===== config.mk =====
export PLATFORM = sky130hd
export DESIGN_NAME = hazard_fwd_unit
export DESIGN_NICKNAME = d
export VERILOG_FILES = /design/src/rtl/hazard_pkg.sv /design/src/rtl/fwd_sel.sv /design/src/rtl/hazard_fwd_unit.sv
export SDC_FILE = /design/constraint.sdc
export NUM_CORES = 1
export LEC_CHECK = 0
export CAP_MARGIN = 20
export CORE_ASPECT_RATIO = 1.2
export CORE_UTILIZATION = 42
export DETAILED_ROUTE_END_ITERATION = 8
export PLACE_DENSITY_LB_ADDON = 0.2
export SLEW_MARGIN = 40
export SYNTH_ARGS = -nofsm -noshare
export SYNTH_HDL_FRONTEND = slang
export SYNTH_SLANG_ARGS = --single-unit

===== constraint.sdc =====
create_clock -name clk_i -period 1.4 [get_ports clk_i]
set_input_delay 0.14 -clock clk_i [delete_from_list [all_inputs] [get_ports clk_i]]
set_output_delay 0.14 -clock clk_i [all_outputs]
set_load 0.02 [all_outputs]

===== src/rtl/hazard_pkg.sv =====
// -----------------------------------------------------------------------------
// hazard_pkg
//
// Shared types and constants for the hazard / forwarding unit.
//
//   REG_AW_DEFAULT  default register-address width (MIPS-style, 32 registers)
//   CNT_W_DEFAULT   default width of the optional stall counter
//   fwd_sel_e       2-bit select for the EX-stage 3:1 operand muxes
//   ex_slot_t       EX-stage tag slot (needs source tags and the load flag)
//   pipe_slot_t     MEM / WB tag slot (destination tag only)
//   slot_writes_reg helper: slot holds a live producer of a non-zero register
// -----------------------------------------------------------------------------
package hazard_pkg;

  localparam int REG_AW_DEFAULT = 5;
  localparam int CNT_W_DEFAULT  = 16;

  // Operand-mux select. 2'b11 is deliberately left unencoded.
  typedef enum logic [1:0] {
    FWD_REGFILE = 2'b00,  // value read from the register file in ID
    FWD_EXMEM   = 2'b01,  // ALU result sitting in EX/MEM
    FWD_MEMWB   = 2'b10   // write-back value sitting in MEM/WB
  } fwd_sel_e;

  typedef struct packed {
    logic                      valid;
    logic [REG_AW_DEFAULT-1:0] rs;
    logic [REG_AW_DEFAULT-1:0] rt;
    logic [REG_AW_DEFAULT-1:0] rd;
    logic                      regwrite;
    logic                      memread;
  } ex_slot_t;

  typedef struct packed {
    logic                      valid;
    logic [REG_AW_DEFAULT-1:0] rd;
    logic                      regwrite;
  } pipe_slot_t;

  // Register 0 is hard-wired to zero, so a "write" to it produces nothing
  // worth forwarding.
  function automatic logic slot_writes_reg(input pipe_slot_t s);
    return s.valid & s.regwrite & (s.rd != '0);
  endfunction

endpackage : hazard_pkg


===== src/rtl/fwd_sel.sv =====
// -----------------------------------------------------------------------------
// fwd_sel
//
// Compare-and-prioritise logic for one EX-stage source operand. Purely
// combinational; instantiated once for ALU operand A and once for B.
//
// Ports:
//   ex_valid_i  EX slot holds a real instruction
//   src_i       source register tag of the EX instruction for this operand
//   mem_i       MEM slot (older by one instruction)
//   wb_i        WB slot  (older by two instructions)
//   sel_o       operand-mux select (hazard_pkg::fwd_sel_e encoding)
// -----------------------------------------------------------------------------
module fwd_sel
  import hazard_pkg::*;
(
  input  logic                      ex_valid_i,
  input  logic [REG_AW_DEFAULT-1:0] src_i,
  input  pipe_slot_t                mem_i,
  input  pipe_slot_t                wb_i,
  output logic [1:0]                sel_o
);

  logic mem_hit;
  logic wb_hit;

  assign mem_hit = slot_writes_reg(mem_i) & (mem_i.rd == src_i);
  assign wb_hit  = slot_writes_reg(wb_i)  & (wb_i.rd  == src_i);

  always_comb begin
    // NOTE: default first so every path assigns sel_o and no latch is inferred.
    sel_o = FWD_REGFILE;
    if (ex_valid_i) begin
      // MEM is checked before WB: the youngest producer holds the newest value.
      if (mem_hit) begin
        sel_o = FWD_EXMEM;
      end else if (wb_hit) begin
        sel_o = FWD_MEMWB;
      end
    end
  end

endmodule : fwd_sel


===== src/rtl/hazard_fwd_unit.sv =====
// -----------------------------------------------------------------------------
// hazard_fwd_unit
//
// Data-hazard unit for a classic 5-stage pipeline. It shadows the destination
// tags of in-flight instructions through EX, MEM and WB, drives the two
// EX-stage operand-forwarding selects, and detects the load-use case that
// forwarding cannot cover, stalling PC/IF-ID for one cycle while a bubble is
// pushed into EX.
//
// Parameters:
//   REG_AW  register-address width; the slot types in hazard_pkg are sized by
//           REG_AW_DEFAULT, so an override must be matched there
//   CNT_W   stall-counter width (present only with HAZ_STALL_CNT_EN)
//
// Ports:
//   clk_i          clock, rising edge
//   rst_i          synchronous reset, active-high; clears every slot valid bit
//   id_valid_i     ID holds a real instruction
//   id_rs_i        ID source register 1
//   id_rt_i        ID source register 2
//   id_rd_i        ID destination register (already rt/rd muxed)
//   id_regwrite_i  ID instruction writes the register file
//   id_memread_i   ID instruction is a load
//   flush_i        taken branch/jump: the ID instruction is discarded
//   fwd_a_o        operand-A select for EX
//   fwd_b_o        operand-B select for EX
//   stall_o        load-use stall this cycle
//   pc_write_o     PC write enable (~stall_o)
//   ifid_write_o   IF/ID write enable (~stall_o)
//   stall_cnt_o    saturating count of stall cycles (HAZ_STALL_CNT_EN only)
//
// Build option:
//   HAZ_STALL_CNT_EN  adds the CNT_W parameter, stall_cnt_o and its counter.
// -----------------------------------------------------------------------------
module hazard_fwd_unit
  import hazard_pkg::*;
#(
`ifdef HAZ_STALL_CNT_EN
  parameter int CNT_W  = CNT_W_DEFAULT,
`endif
  parameter int REG_AW = REG_AW_DEFAULT
) (
  input  logic              clk_i,
  input  logic              rst_i,
  input  logic              id_valid_i,
  input  logic [REG_AW-1:0] id_rs_i,
  input  logic [REG_AW-1:0] id_rt_i,
  input  logic [REG_AW-1:0] id_rd_i,
  input  logic              id_regwrite_i,
  input  logic              id_memread_i,
  input  logic              flush_i,
`ifdef HAZ_STALL_CNT_EN
  output logic [CNT_W-1:0]  stall_cnt_o,
`endif
  output logic [1:0]        fwd_a_o,
  output logic [1:0]        fwd_b_o,
  output logic              stall_o,
  output logic              pc_write_o,
  output logic              ifid_write_o
);

  ex_slot_t   ex_q,  ex_d;
  pipe_slot_t mem_q, mem_d;
  pipe_slot_t wb_q,  wb_d;

  logic load_use;
  logic ex_capture;

  // ---------------------------------------------------------------------------
  // Load-use detection. A load in EX only has its data at the end of MEM, so a
  // consumer in ID must wait one cycle; after that the load is in MEM, the
  // consumer enters EX a cycle later and picks the data up from WB.
  // A flushed ID instruction is being thrown away, so it never stalls.
  // ---------------------------------------------------------------------------
  assign load_use = ex_q.valid & ex_q.memread & (ex_q.rd != '0) &
                    id_valid_i & ~flush_i &
                    ((ex_q.rd == id_rs_i) | (ex_q.rd == id_rt_i));

  assign stall_o      = load_use;
  assign pc_write_o   = ~load_use;
  assign ifid_write_o = ~load_use;

  // ---------------------------------------------------------------------------
  // Next-slot contents. EX takes the ID instruction only when it really
  // advances; a stall or flush turns EX into a bubble. MEM and WB always shift.
  // ---------------------------------------------------------------------------
  assign ex_capture = id_valid_i & ~load_use & ~flush_i;

  always_comb begin
    ex_d          = '0;
    ex_d.valid    = ex_capture;
    ex_d.rs       = id_rs_i;
    ex_d.rt       = id_rt_i;
    ex_d.rd       = id_rd_i;
    ex_d.regwrite = id_regwrite_i;
    ex_d.memread  = id_memread_i;
  end

  always_comb begin
    mem_d          = '0;
    mem_d.valid    = ex_q.valid;
    mem_d.rd       = ex_q.rd;
    mem_d.regwrite = ex_q.regwrite;
  end

  assign wb_d = mem_q;

  always_ff @(posedge clk_i) begin
    // NOTE: non-blocking assignments so every slot samples the pre-edge value
    // of its neighbour, giving a true shift register regardless of order.
    ex_q  <= ex_d;
    mem_q <= mem_d;
    wb_q  <= wb_d;
    if (rst_i) begin
      // NOTE: only valid bits are reset; tags and flags are qualified by valid
      // everywhere, so leaving them unreset saves reset fan-out without risk.
      ex_q.valid  <= 1'b0;
      mem_q.valid <= 1'b0;
      wb_q.valid  <= 1'b0;
    end
  end

  // ---------------------------------------------------------------------------
  // Forwarding selects: one compare-and-prioritise block per operand. They
  // look at slot registers only, so they are stable early in the EX cycle.
  // ---------------------------------------------------------------------------
  fwd_sel u_fwd_sel_a (
    .ex_valid_i (ex_q.valid),
    .src_i      (ex_q.rs),
    .mem_i      (mem_q),
    .wb_i       (wb_q),
    .sel_o      (fwd_a_o)
  );

  fwd_sel u_fwd_sel_b (
    .ex_valid_i (ex_q.valid),
    .src_i      (ex_q.rt),
    .mem_i      (mem_q),
    .wb_i       (wb_q),
    .sel_o      (fwd_b_o)
  );

`ifdef HAZ_STALL_CNT_EN
  // ---------------------------------------------------------------------------
  // Saturating stall counter for performance monitoring.
  // ---------------------------------------------------------------------------
  logic [CNT_W-1:0] stall_cnt_q, stall_cnt_d;

  always_comb begin
    stall_cnt_d = stall_cnt_q;
    if (load_use && (stall_cnt_q != '1)) begin
      stall_cnt_d = stall_cnt_q + 1'b1;
    end
  end

  always_ff @(posedge clk_i) begin
    if (rst_i) begin
      stall_cnt_q <= '0;
    end else begin
      stall_cnt_q <= stall_cnt_d;
    end
  end

  assign stall_cnt_o = stall_cnt_q;
`endif

endmodule : hazard_fwd_unit

==> results.ini, run 1 <==
[cells_and_area]
drive_gt1_share_pct = 41.1
finalNetCount = 171
antenna_cells = 0
nFillCells = 172
regArea_sq_um = 653
final_util_pct = 74.8
instances_no_fill = 182
multi_input_area_sq_um = 562
areaGrowthSynthToFinish_pct = 61.6

[timing]
timing.final.ws_setup_ns = -0.573
grt_setup_unrepaired = true
max-slew-margin-rel_pct = 78.2
whs_ns = 0.266
post-route-period-util_pct = 141
tightestPinTransition_ns = 0.325
skew_ns = 0.00366
max_freq_mhz = 507
report.final.setup_viol = 7
hold_viol = 0
final_max_slew_viol_count = 0
period_minus_slack_ns = 1.97
tns_ns = -3.49

[critical_path]
worstPathArrival_ns = 1.83
path_class = reg2out
critPathMaxFanout = 3
slowest_delay_ns = 0.46
crit_required_ns = 1.26
worstPathCellList = or4_4 > o2111ai_4 > or4_4 > nor4_4 > buf_4
slowest_stage = or4_4
ff2ff_path_depth = 3
end_kind = output pin
r2r_setup_slack_ns = 0.05
start_kind = flip-flop
cp_common_cell = or4_4

[logic_synthesis]
synth_cell_types = 22
avgSynthCellArea_sq_um = 12.1
yosys.area_share.simple_pct = 13.2
synth_compound_area_share_pct = 4.09
ys_ff_latch = 32
synth-xor-area-share_pct = 23.9
postSynthCellCount = 91
synth-adder-area-share_pct = 0
muxShareOfSynthArea_pct = 0
synth_top_family_by_area = XOR/XNOR gates
synth_seq_area_share_pct = 58.2
syn_area_sq_mm = 0.00110
ys.warnings.count = 0
synth_fp_nets = 112

[floorplan]
die_x_um = 48.7
fp.dieH_um = 58.1
core_area_sq_mm = 0.00238
dieArea_sq_mm = 0.00283
io_pins = 28
start_util_pct = 46.3
num_rows = 19

[clocking]
cts_sinks = 32
hold_buffers = 0
clkLatencyLatePin_ns = 0.30
cts_made_buffers = 5
ctsRootBufferMaster = clkbuf_4
cts_buffer_depth = 2
cts_tree = built
ctsHtreeMaxLevel = 2
path_clk_slew_ns = 0.08

[grt]
antenna_found_initial = 0
grtUsageTotal_pct = 19.1
grt_max_degree = 10
grt_pass1_vias = 915
grt_pass1_wl_mm = 3.88
grt_overflow = 0

[power_and_ir_drop]
p_clk_share_pct = 29.1
powerDensity_mw_per_mm2 = 989
p_sw_mw = 0.397
p_comb_share_pct = 14.1
vdd_drop_max_uv = 861
power_leakage_nw = 0.701
p_seq_share_pct = 56.8
swShare_pct = 22.5
intPower_mw = 1.36

[routing]
drt-total-wl_mm = 2.30
via_per_inst = 4.64
wl_per_cell_um = 12.6
first_pass_iters = 4
drc_errors = 0
route.vias.total = 845
first_iter_violations = 11
ant_nets = 0

[place]
dpl.cell_count = 171
port_buffers = 27
place_ws_ns = -0.724
globalplace.congestion = 0.791
dpl.hpwl_mm = 1.79

[min_path]
hold_depth = 1
hold_path.class = in2reg

[flow_run]
maxCapViolations = 0

[outcome]
violations = setup timing
status = finished, violations left

## power by group through the flow
stage	combinational, mW	sequential, mW	clock [mW]
finish	0.248	0.999	0.513
global route	0.267	1.01	0.584
CTS	0.244	1.00	0.530
detailed placement	0.220	1.02	0
global placement	0.215	1.02	0
floorplan	0.0882	1.02	0
## critical path, delay by kind of cell (launching register included)
family                 cells  cell delay, ns
and+or+nand+nor            3            0.88
DFF                        1            0.36
buffers and inverters      1            0.18
AOI/OAI and AO/OA          1            0.11
## cells in the mapped netlist
cell	instances	share of area (%)
nor4_1	2	1.1
or3_1	1	0.57
or4_1	3	2.0
buf_4	1	0.68
o311a_1	1	0.91
nor4_2	1	1.1
o211ai_2	1	1.1
o2111ai_1	1	0.80
dfxtp_1	32	58
nor2b_1	2	1.1
and3b_1	1	0.80
nand2_1	2	0.68
xor2_1	12	9.5
nand2b_1	1	0.57
nand3b_1	1	0.68
and2_1	1	0.57
nand3_1	5	2.3
a211oi_1	1	0.68
xnor2_1	18	14
nor3_1	2	0.91
and2_2	1	0.68
o22ai_1	1	0.57
## routing by layer
layer  track usage [%]  vias up  routed length (um)
met4              8.82        0                  23
met3              4.72        2                  81
met1              17.7      396                 802
met2              38.5       22                1390
met5                 0        -                   0
li1                  -      425                   -
## cell usage in the layout, fill, tap and decap left out, types with 2 or more instances in the layout
cell	netlist	routed
nand3_1	5	4
nor4_4	0	3
clkbuf_1	0	2
buf_4	1	28
or4_4	0	3
xnor2_1	18	17
and2_4	0	2
nor2b_1	2	2
clkbuf_4	0	5
clkdlybuf4s50_1	0	20
buf_6	0	5
dfxtp_1	32	24
xor2_1	12	12
nand2_1	2	2
dfxtp_2	0	7
## flip-flops by register name, summed over array words and instances, names as in the netlist
register	cells
ex_q	18
mem_q	7
wb_q	7
## path summary, 6_finish.rpt
kind / start / to
min: id_rd_i[0] / ex_q[2]
max: wb_q[1] / fwd_a_o[1]
max reg2reg: ex_q[2] / ex_q[17]
min reg2reg: ex_q[1] / mem_q[0]
## layout make-up
class | instances | share of cell area, %
sequential | 32 | 36.7
timing repair buffer | 53 | 26.2
multi-input combinational | 58 | 31.6
clock buffer | 8 | 3.31
tap | 31 | 2.18
## per-stage QoR
step,power [mW],cell area [sq um]
6_report,1.76,1780
5_1_grt,1.86,1780
4_1_cts,1.77,1760
3_5_place_dp,1.24,1610
3_3_place_gp,1.23,1610
2_1_floorplan,1.10,1140
## what timing repair did
item	CTS	global route
endpoints found under the setup margin	7	8
buffers inserted	3	0
gates resized for setup	53	4
pin swaps	7	2
## cell families (layout without fill, tap and decap cells)
group / Yosys count / in the layout
AO/OA/AOI/OAI: 5 / 5
buffers and inverters: 1 / 61
AND/OR/NAND/NOR: 23 / 23
flip-flops: 32 / 32
XOR/XNOR: 30 / 30
Power figures use the tool's default switching activity.
==> run 2, diff against run 1 <==
--- a/config.mk
+++ b/config.mk
@@ -10,7 +10,6 @@
 export CORE_UTILIZATION = 42
 export DETAILED_ROUTE_END_ITERATION = 8
 export PLACE_DENSITY_LB_ADDON = 0.2
-export SLEW_MARGIN = 40
 export SYNTH_ARGS = -nofsm -noshare
 export SYNTH_HDL_FRONTEND = slang
 export SYNTH_SLANG_ARGS = --single-unit
==> results of run 2 <==
The final DEF is identical to that of run 1; final timing and power are the same.
==> run 3, diff against run 2 <==
--- a/config.mk
+++ b/config.mk
@@ -7,7 +7,7 @@
 export LEC_CHECK = 0
 export CAP_MARGIN = 20
 export CORE_ASPECT_RATIO = 1.2
-export CORE_UTILIZATION = 42
+export CORE_UTILIZATION = 45
 export DETAILED_ROUTE_END_ITERATION = 8
 export PLACE_DENSITY_LB_ADDON = 0.2
 export SYNTH_ARGS = -nofsm -noshare
==> constraint.sdc (replaced) <==
create_clock -name clk_i -period 2.52 [get_ports clk_i]
set_input_delay 0.252 -clock clk_i [delete_from_list [all_inputs] [get_ports clk_i]]
set_output_delay 0.252 -clock clk_i [all_outputs]
set_load 0.02 [all_outputs]
==> results.ini, run 3 (synthesis results as in run 1) <==
[outcome]
status = completed

[cells_and_area]
antenna_cells = 0  ; unchanged
final_cell_mix = dfxtp_1, clkdlybuf4s50_1, xnor2_1
final_common_cell = dfxtp_1
largest_register_ffs = 18  ; unchanged
areaGrowthSynthToFinish_pct = 33.3
finalNetCount = 145  ; -15%
top_register = ex_q
nFillCells = 219  ; +27%
reg_top3 = ex_q x18, mem_q x7, wb_q x7
multi_input_area_sq_um = 459  ; -18%
drive_gt1_share_pct = 8.00  ; -33 points
regArea_sq_um = 641  ; -1.9%

[timing]
max-slew-margin-rel_pct = 78.9  ; +0.69 points
final_max_slew_viol_count = 0  ; unchanged
whs_ns = 0.335  ; +0.0683 ns
skew_ns = 0.00808  ; +0.00442 ns
period_minus_slack_ns = 2.42
max_freq_mhz = 412
grt_setup_unrepaired = false
report.final.setup_viol = 0  ; -7
hold_viol = 0  ; unchanged
tns_ns = 0  ; +3.49 ns
tightestPinTransition_ns = 0.314  ; -0.0109 ns
post-route-period-util_pct = 96.2

[place]
port_buffers = 27  ; unchanged
globalplace.congestion = 0.819  ; +3.5%
dpl.hpwl_mm = 1.55  ; -14%

[clocking]
ctsRootBufferMaster = clkbuf_4
cts_made_buffers = 5  ; unchanged
cts_tree = built
ctsHtreeMaxLevel = 2  ; unchanged
cts_buffer_depth = 2  ; unchanged
path_clk_slew_ns = 0.08  ; about the same
postCtsSetupBuffers = 0  ; -3
clkLatencyLatePin_ns = 0.32  ; +0.02 ns
cts_sinks = 32  ; unchanged

[floorplan]
num_rows = 19  ; unchanged
io_pins = 28  ; unchanged
start_util_pct = 47.7  ; +1.4 points
fp.dieH_um = 56.2  ; -3.3%
die_x_um = 47.2  ; -3.3%
core_area_sq_mm = 0.00231  ; -3.0%
dieArea_sq_mm = 0.00265  ; -6.4%

[power_and_ir_drop]
power_mw = 0.928  ; -47%
power_leakage_nw = 0.567  ; -19%
vdd_drop_max_uv = 501  ; -42%
powerDensity_mw_per_mm2 = 632  ; -36%

[grt]
grt_max_degree = 10  ; unchanged
grt_pass1_vias = 796  ; -13%
grtUsageTotal_pct = 18.3  ; -0.76 points
grt_pass1_wl_mm = 3.33  ; -14%
grt_overflow = 0  ; unchanged
antenna_found_initial = 0  ; unchanged

[critical_path]
slowest_stage = or4_1
critPathMaxFanout = 4  ; +1
worstPathCellList = or4_1 > o211ai_2 > nor4_1 > and2_1 > clkdlybuf4s50_1
path_class = reg2out
path_buf_inv = 1  ; unchanged
crit_required_ns = 2.27  ; +1.01 ns
path_delay_family = simple AND/OR/NAND/NOR gates
slowest_delay_ns = 0.55  ; +0.09 ns
start_kind = flip-flop
worstPathArrival_ns = 2.17  ; +0.34 ns
end_kind = output pin

[routing]
drc_errors = 0  ; unchanged
first_pass_iters = 4  ; unchanged
route.vias.total = 741  ; -12%
drt-total-wl_mm = 1.83  ; -20%
ant_nets = 0  ; unchanged
via_per_inst = 4.75  ; +2.3%
first_iter_violations = 8  ; -3
wl_per_cell_um = 11.7  ; -7.1%

[min_path]
hold_path.class = reg2reg

[flow_run]
maxCapViolations = 0  ; unchanged

run 3: through the flow:
stage          utilization [%]  setup WS (ns)  instances  cell area [sq um]
2_1_floorplan                -          0.654         91               1100
3_3_place_gp              60.8          0.253        148               1400
3_5_place_dp              60.8          0.222        148               1400
4_1_cts                   63.3         0.0349        156               1460
5_1_grt                   63.6        0.00574        156               1470
6_report                  63.6         0.0956        156               1470
run 3: repair_timing:
action,in CTS,in global routing
hold buffers,0,0
gates resized for setup,2,2
hold endpoints to repair,0,0
setup endpoints to repair,2,1
run 3: worst paths after layout:
| kind | slack (ns) | depth (start not counted) | startpoint | endpoint |
|---|---|---|---|---|
| min | 0.33 | 0 | ex_q[1] | mem_q[0] |
| max | 0.1 | 5 | mem_q[1] | fwd_b_o[0] |
| min reg2reg | 0.33 | 0 | ex_q[1] | mem_q[0] |
| max reg2reg | 1.14 | 3 | ex_q[2] | ex_q[17] |
run 3: area by class of cell:
| cell class | instances | share of cell area, % |
|---|---|---|
| Clock buffer | 8 | 4.01 |
| Multi-Input combinational cell | 58 | 31.3 |
| Timing Repair Buffer | 27 | 18.4 |
| Sequential cell | 32 | 43.6 |
| Tap cell | 31 | 2.64 |
run 3: routing by layer:
| layer | part of all wire, % | track usage [%] | vias to the layer above |
|---|---|---|---|
| met5 | 0 | 0 | - |
| met4 | 2.6 | 9.80 | 0 |
| met3 | 5.1 | 6.17 | 5 |
| met2 | 56 | 31.0 | 23 |
| met1 | 36 | 18.8 | 336 |
| li1 | - | - | 377 |
run 3: where the power goes:
group | total, mW | switching, mW | internal (mW)
clock network | 0.284 | 0.146 | 0.137
logic | 0.0870 | 0.0277 | 0.0593
registers | 0.557 | 0.0253 | 0.532
total | 0.928 | 0.200 | 0.729
run 3: worst reg2reg max path, stage by stage, from the launching register on:
cell      delay, ns
dfxtp_1        0.36
or3_1          0.39
o311a_1        0.34
a211oi_1       0.22
